`config.mk`:
```
export PLATFORM = sky130hd
export DESIGN_NAME = ssd_scan_mux_flat
export DESIGN_NICKNAME = d
export VERILOG_FILES = /design/src/rtl/ssd_scan_mux_if.sv /design/src/rtl/ssd_scan_mux.sv /design/src/flat_wrapper.sv
export SDC_FILE = /design/constraint.sdc
export NUM_CORES = 1
export LEC_CHECK = 0
export ABC_AREA = 1
export CORE_MARGIN = 2
export CORE_UTILIZATION = 40
export CTS_CLUSTER_DIAMETER = 40
export DETAILED_ROUTE_END_ITERATION = 12
export GPL_TIMING_DRIVEN = 1
export SLEW_MARGIN = 20
export SYNTH_ARGS = -nofsm -noshare
export SYNTH_HDL_FRONTEND = slang
export SYNTH_SLANG_ARGS = --single-unit
```
`constraint.sdc`:
```
create_clock -name clk -period 3.4 [get_ports clk]
set_clock_uncertainty 0.1 [all_clocks]
set_input_delay 0.68 -clock clk [delete_from_list [all_inputs] [get_ports clk]]
set_output_delay 0.68 -clock clk [all_outputs]
set_load 0.005 [all_outputs]
```
`src/rtl/ssd_scan_mux_if.sv`:
```
// Bus between the display scanner and its client: double-buffered digit
// data and strobe in, scan outputs for the segment decoder and anodes out.
interface ssd_scan_mux_if #(
  parameter int NUM_DIGITS = 4
);
  localparam int SW = $clog2(NUM_DIGITS);

  logic [4*NUM_DIGITS-1:0] value;
  logic [NUM_DIGITS-1:0]   blank;
  logic                    load;
  logic [3:0]              dig;
  logic [NUM_DIGITS-1:0]   anode;
  logic [SW-1:0]           digit_sel;
  logic                    frame_start;
  logic                    pending;

  modport master (
    output value, blank, load,
    input  dig, anode, digit_sel, frame_start, pending
  );

  modport slave (
    input  value, blank, load,
    output dig, anode, digit_sel, frame_start, pending
  );
endinterface

```
`src/rtl/ssd_scan_mux.sv`:
```
// Time-multiplexed scanner for a common-anode seven-segment display.
// Staged digit data is committed only at the frame boundary so a frame
// never shows a mix of old and new values.
module ssd_scan_mux #(
  parameter int NUM_DIGITS   = 4,
  parameter int REFRESH_DIV  = 100000,
  parameter int BLANK_CYCLES = 2,
  parameter bit ANODE_ACT    = 1'b0
) (
  input logic          clk,
  input logic          reset,
  ssd_scan_mux_if.slave bus
);
  localparam int PW = (REFRESH_DIV > 1) ? $clog2(REFRESH_DIV) : 1;
  localparam int SW = $clog2(NUM_DIGITS);
  localparam logic [SW-1:0] LAST_SEL = SW'(NUM_DIGITS - 1);
  localparam logic [PW-1:0] LAST_PRE = PW'(REFRESH_DIV - 1);
  localparam logic [NUM_DIGITS-1:0] ANODE_OFF = {NUM_DIGITS{~ANODE_ACT}};

  logic [PW-1:0]           presc;
  logic [SW-1:0]           sel;
  logic [4*NUM_DIGITS-1:0] stg_value, act_value;
  logic [NUM_DIGITS-1:0]   stg_blank, act_blank;
  logic                    pending_q;
  logic [3:0]              dig_q;
  logic [NUM_DIGITS-1:0]   anode_q;
  logic                    frame_q;

  logic                    tick, wrap, commit, dark, lit;
  logic [PW-1:0]           presc_nxt;
  logic [SW-1:0]           sel_nxt;
  logic [4*NUM_DIGITS-1:0] actv_nxt;
  logic [NUM_DIGITS-1:0]   actb_nxt;
  logic [3:0]              nib;
  logic [NUM_DIGITS-1:0]   onehot;

  // Next scan position and active data; outputs are registered from these
  // so they change on the same edge as the counters themselves.
  always_comb begin
    tick      = (presc == LAST_PRE);
    wrap      = tick && (sel == LAST_SEL);
    commit    = wrap && pending_q;
    presc_nxt = tick ? '0 : presc + 1'b1;
    sel_nxt   = sel;
    if (tick) sel_nxt = (sel == LAST_SEL) ? '0 : sel + 1'b1;
    actv_nxt  = commit ? stg_value : act_value;
    actb_nxt  = commit ? stg_blank : act_blank;
    nib       = '0;
    dark      = 1'b1;
    onehot    = '0;
    for (int unsigned k = 0; k < NUM_DIGITS; k++) begin
      if (sel_nxt == SW'(k)) begin
        nib       = actv_nxt[4*k +: 4];
        dark      = actb_nxt[k];
        onehot[k] = 1'b1;
      end
    end
    lit = !dark && (int'({1'b0, presc_nxt}) >= BLANK_CYCLES);
  end

  // Prescaler, slot index, staging/active buffers and registered outputs.
  always_ff @(posedge clk) begin
    if (reset) begin
      presc     <= '0;
      sel       <= '0;
      stg_value <= '0;
      act_value <= '0;
      stg_blank <= '1;
      act_blank <= '1;
      pending_q <= 1'b0;
      dig_q     <= '0;
      anode_q   <= ANODE_OFF;
      frame_q   <= 1'b0;
    end else begin
      presc     <= presc_nxt;
      sel       <= sel_nxt;
      act_value <= actv_nxt;
      act_blank <= actb_nxt;
      // A load on the commit edge refills staging after the old contents
      // moved to active, so pending stays set for the following frame.
      if (bus.load) begin
        stg_value <= bus.value;
        stg_blank <= bus.blank;
        pending_q <= 1'b1;
      end else if (commit) begin
        pending_q <= 1'b0;
      end
      dig_q   <= dark ? 4'h0 : nib;
      anode_q <= lit ? (ANODE_ACT ? onehot : ~onehot) : ANODE_OFF;
      frame_q <= wrap;
    end
  end

  assign bus.dig         = dig_q;
  assign bus.anode       = anode_q;
  assign bus.digit_sel   = sel;
  assign bus.frame_start = frame_q;
  assign bus.pending     = pending_q;
endmodule
```
`src/flat_wrapper.sv`:
```
// flat-port wrapper written by rule: the top's interface ports become plain ports
module ssd_scan_mux_flat 
#(
  parameter int NUM_DIGITS   = 4,
  parameter int REFRESH_DIV  = 100000,
  parameter int BLANK_CYCLES = 2,
  parameter bit ANODE_ACT    = 1'b0
)
  (clk, reset, bus_value, bus_blank, bus_load, bus_dig, bus_anode, bus_digit_sel, bus_frame_start, bus_pending);
  ssd_scan_mux_if #(.NUM_DIGITS(NUM_DIGITS)) bus_i ();
  input logic clk;
  input logic reset;
  input wire logic [$bits(bus_i.value)-1:0] bus_value;
  input wire logic [$bits(bus_i.blank)-1:0] bus_blank;
  input wire logic [$bits(bus_i.load)-1:0] bus_load;
  output wire logic [$bits(bus_i.dig)-1:0] bus_dig;
  output wire logic [$bits(bus_i.anode)-1:0] bus_anode;
  output wire logic [$bits(bus_i.digit_sel)-1:0] bus_digit_sel;
  output wire logic [$bits(bus_i.frame_start)-1:0] bus_frame_start;
  output wire logic [$bits(bus_i.pending)-1:0] bus_pending;
  assign bus_i.value = bus_value;
  assign bus_i.blank = bus_blank;
  assign bus_i.load = bus_load;
  assign bus_dig = bus_i.dig;
  assign bus_anode = bus_i.anode;
  assign bus_digit_sel = bus_i.digit_sel;
  assign bus_frame_start = bus_i.frame_start;
  assign bus_pending = bus_i.pending;
  ssd_scan_mux #(.NUM_DIGITS(NUM_DIGITS), .REFRESH_DIV(REFRESH_DIV), .BLANK_CYCLES(BLANK_CYCLES), .ANODE_ACT(ANODE_ACT)) u_core (.clk(clk), .reset(reset), .bus(bus_i));
endmodule
```
==> impl_metrics.env <==
export IMPL_maxCapViolCount=0
export IMPL_critPathKind="reg -> reg"
export IMPL_stdcell_count=576
export IMPL_synth_nets=457
export IMPL_dpl_hpwl_mm=5.21
export IMPL_die_w_um=93.6
export IMPL_num_vias=2746
export IMPL_crit_path_frequent_cell="nand2_1"
export IMPL_gr_usage_all_layers_pct=17.2
export IMPL_ys_ff_latch=69
export IMPL_grt_overflow=0
export IMPL_via_per_inst=4.77
export IMPL_grt_max_degree=26
export IMPL_drive_above_1_share_pct=15.8
export IMPL_clock_sinks=69
export IMPL_cp_required_ps=3590
export IMPL_wl_mm=6.97
export IMPL_antenna_cells=0
export IMPL_fmax_mhz=416
export IMPL_die_area_mm2=0.00876
export IMPL_ios=35
export IMPL_clockBufferDepth=2
export IMPL_tightest_slew_ps=630
export IMPL_cts_buffers_inserted=9
export IMPL_r2r_slack_ps=1000
export IMPL_cts_resized=0
export IMPL_critPathTopFamily="simple AND/OR/NAND/NOR gates"
export IMPL_period_share_pct=70.7
export IMPL_cp_num_buf_inv=1
export IMPL_outcome="completed"
export IMPL_finalSetupViolCount=0
export IMPL_coreArea_mm2=0.00777
export IMPL_cts_hold_buf=0
export IMPL_fin_tns_setup_ps=0
export IMPL_slowest_delay_ps=420
export IMPL_post_route_drc_count=0
export IMPL_cp_start_kind="register"
export IMPL_synth_avg_cell_area_um2=7.43
export IMPL_antenna_found_initial=0
export IMPL_nets=494
export IMPL_critPathMaxFanout=14
export IMPL_ys_types=33
export IMPL_port_buffers=34
export IMPL_initial_core_util_pct=41.3
export IMPL_critPathCaptureType="register"
export IMPL_postCtsSetupBuffers=0
export IMPL_slew_limit_headroom_pct=58.0
export IMPL_synth_top_area_share_pct=43.0
export IMPL_syn2layout_area_growth_pct=21.0
export IMPL_htreeDepth=3
export IMPL_period_needed_ps=2400
export IMPL_postSynthCellCount=432
export IMPL_worstSkewPairLatency_ps=360
export IMPL_final_cell_mix="90 x nand2_1, 84 x nor2_1, 69 x dfxtp_1"
export IMPL_drt_iter0_drc=86
export IMPL_die_h_um=93.6
export IMPL_slowest_stage="nand3_1"
export IMPL_yosysTopAreaCell="dfxtp_1"
export IMPL_cts_root_buffer="clkbuf_8"
export IMPL_ir_drop_mv=0.264
export IMPL_placedCellCount=560
export IMPL_cts_tree="yes"
export IMPL_rsz0062_at_grt="no"
export IMPL_synth_warnings=0
export IMPL_yosysSeqAreaShare_pct=43.0
export IMPL_mostFrequentLayoutCell="nand2_1"
export IMPL_ant_nets=0
export IMPL_hold_path_class="reg -> reg"
export IMPL_grt_pass1_wl_mm=11.7
export IMPL_wl_per_cell_um=12.1
export IMPL_cp_cell_sequence="ha_1, nand2_1, nor2_4, nand3_1, inv_1, nand3_1, nand2_1, nand2_1, a21oi_4, nand2_4, nor2_2"
export IMPL_place_congestion=0.888
export IMPL_hold_viol=0
export IMPL_cp_arrival_ps=2590
export IMPL_firstDrtPassIters=4
export IMPL_synth_area_leaders="dfxtp_1 43%, nand2_1 11%, nor2_1 9.8%"
export IMPL_slew_violations=0
export IMPL_rows=32
export IMPL_first_global_vias=2450
export IMPL_powerDensity_mw_per_mm2=437
export IMPL_path_clk_slew_ps=80
export IMPL_netlist_area_mm2=0.00321
export IMPL_power_leakage_uw=0.00164
==> worst reg2reg max path: cells and delay by family, from the launching register on <==
family,cells,cell delay [ps]
adders and majority gates,1,250
and+or+nand+nor,8,1250
AOI/OAI and AO/OA,1,210
buffers and inverters,1,110
DFF,1,410
==> kinds of logic after synthesis <==
kind of cell	count (synthesis)	synth area share, %
fa+ha+maj	2	0.779
mux	4	1.25
xor+xnor	8	2.18
compound gates	41	7.83
flops	69	43.0
simple gates	259	38.9
buf+inv	49	6.04
==> report_power, final <==
part	internal (uW)	total (uW)	switching, uW	leakage [uW]
Clock	424	771	347	0.000112
Sequential	828	842	14.3	0.000562
Combinational	41.4	86.3	44.9	0.000963
==> synthesized netlist by cell type <==
master,n
nor2_2,7
ha_1,2
a21oi_4,1
nor2_8,1
nor3_4,2
a21boi_0,1
nor2_4,7
nand2_1,90
dfxtp_1,69
nand3_2,2
inv_2,8
o21ai_2,1
o21ai_0,20
a21oi_1,14
o21ai_4,2
buf_1,1
buf_6,1
nand3_1,30
mux2i_1,4
clkbuf_1,10
nand2_4,2
nor3_1,4
inv_4,1
xor2_1,8
inv_1,28
nand3_4,1
a21boi_1,1
nor3_2,1
nand2_2,17
nand4_1,10
a31o_2,1
nand4_2,1
nor2_1,84
==> registers in the layout, summed over array words and instances (netlist names) <==
name                    flops
u_core.presc               17
u_core.act_value           16
u_core.stg_value           16
u_core.act_blank            4
u_core.bus.anode            4
u_core.bus.dig              4
u_core.stg_blank            4
u_core.bus.digit_sel        2
u_core.bus.frame_start      1
u_core.bus.pending          1
==> stage by stage <==
stage / setup slack, ps / hold slack, ps / instance area, um2 / power, uW / util (%)
2_1_floorplan: 1440 / 329 / 3210 / 903 / -
3_3_place_gp: 1080 / 345 / 3660 / 946 / 47.1
3_5_place_dp: 1040 / 352 / 3660 / 948 / 47.1
4_1_cts: 1020 / 372 / 3890 / 1720 / 50.0
5_1_grt: 775 / 393 / 3890 / 1770 / 50.0
6_report: 996 / 370 / 3890 / 1700 / 50.0
==> layout make-up <==
| type | count | area (um2) |
|---|---|---|
| Multi-Input combinational cell | 314 | 1640 |
| Timing Repair Buffer | 38 | 370 |
| Inverter | 37 | 141 |
| Clock buffer | 9 | 124 |
| Sequential cell | 69 | 1380 |
| Clock inverter | 7 | 105 |
| Tap cell | 102 | 128 |
| Fill cell | 779 | 3880 |
==> final timing paths <==
check / depth (start not counted) / end / start
worst max-delay path: 11 / u_core.bus.dig[1] / u_core.presc[0]
worst max register to register: 11 / u_core.bus.dig[1] / u_core.presc[0]
worst min register to register: 2 / u_core.act_blank[2] / u_core.act_blank[2]
worst min-delay path: 2 / u_core.act_blank[2] / u_core.act_blank[2]
==> per-layer routing <==
metal  global-route usage [%]  wire length, um
met5                        0                0
met4                     4.71               65
met3                     6.53              380
met2                     25.1             3010
met1                     23.9             3510
Power figures use the tool's default switching activity.
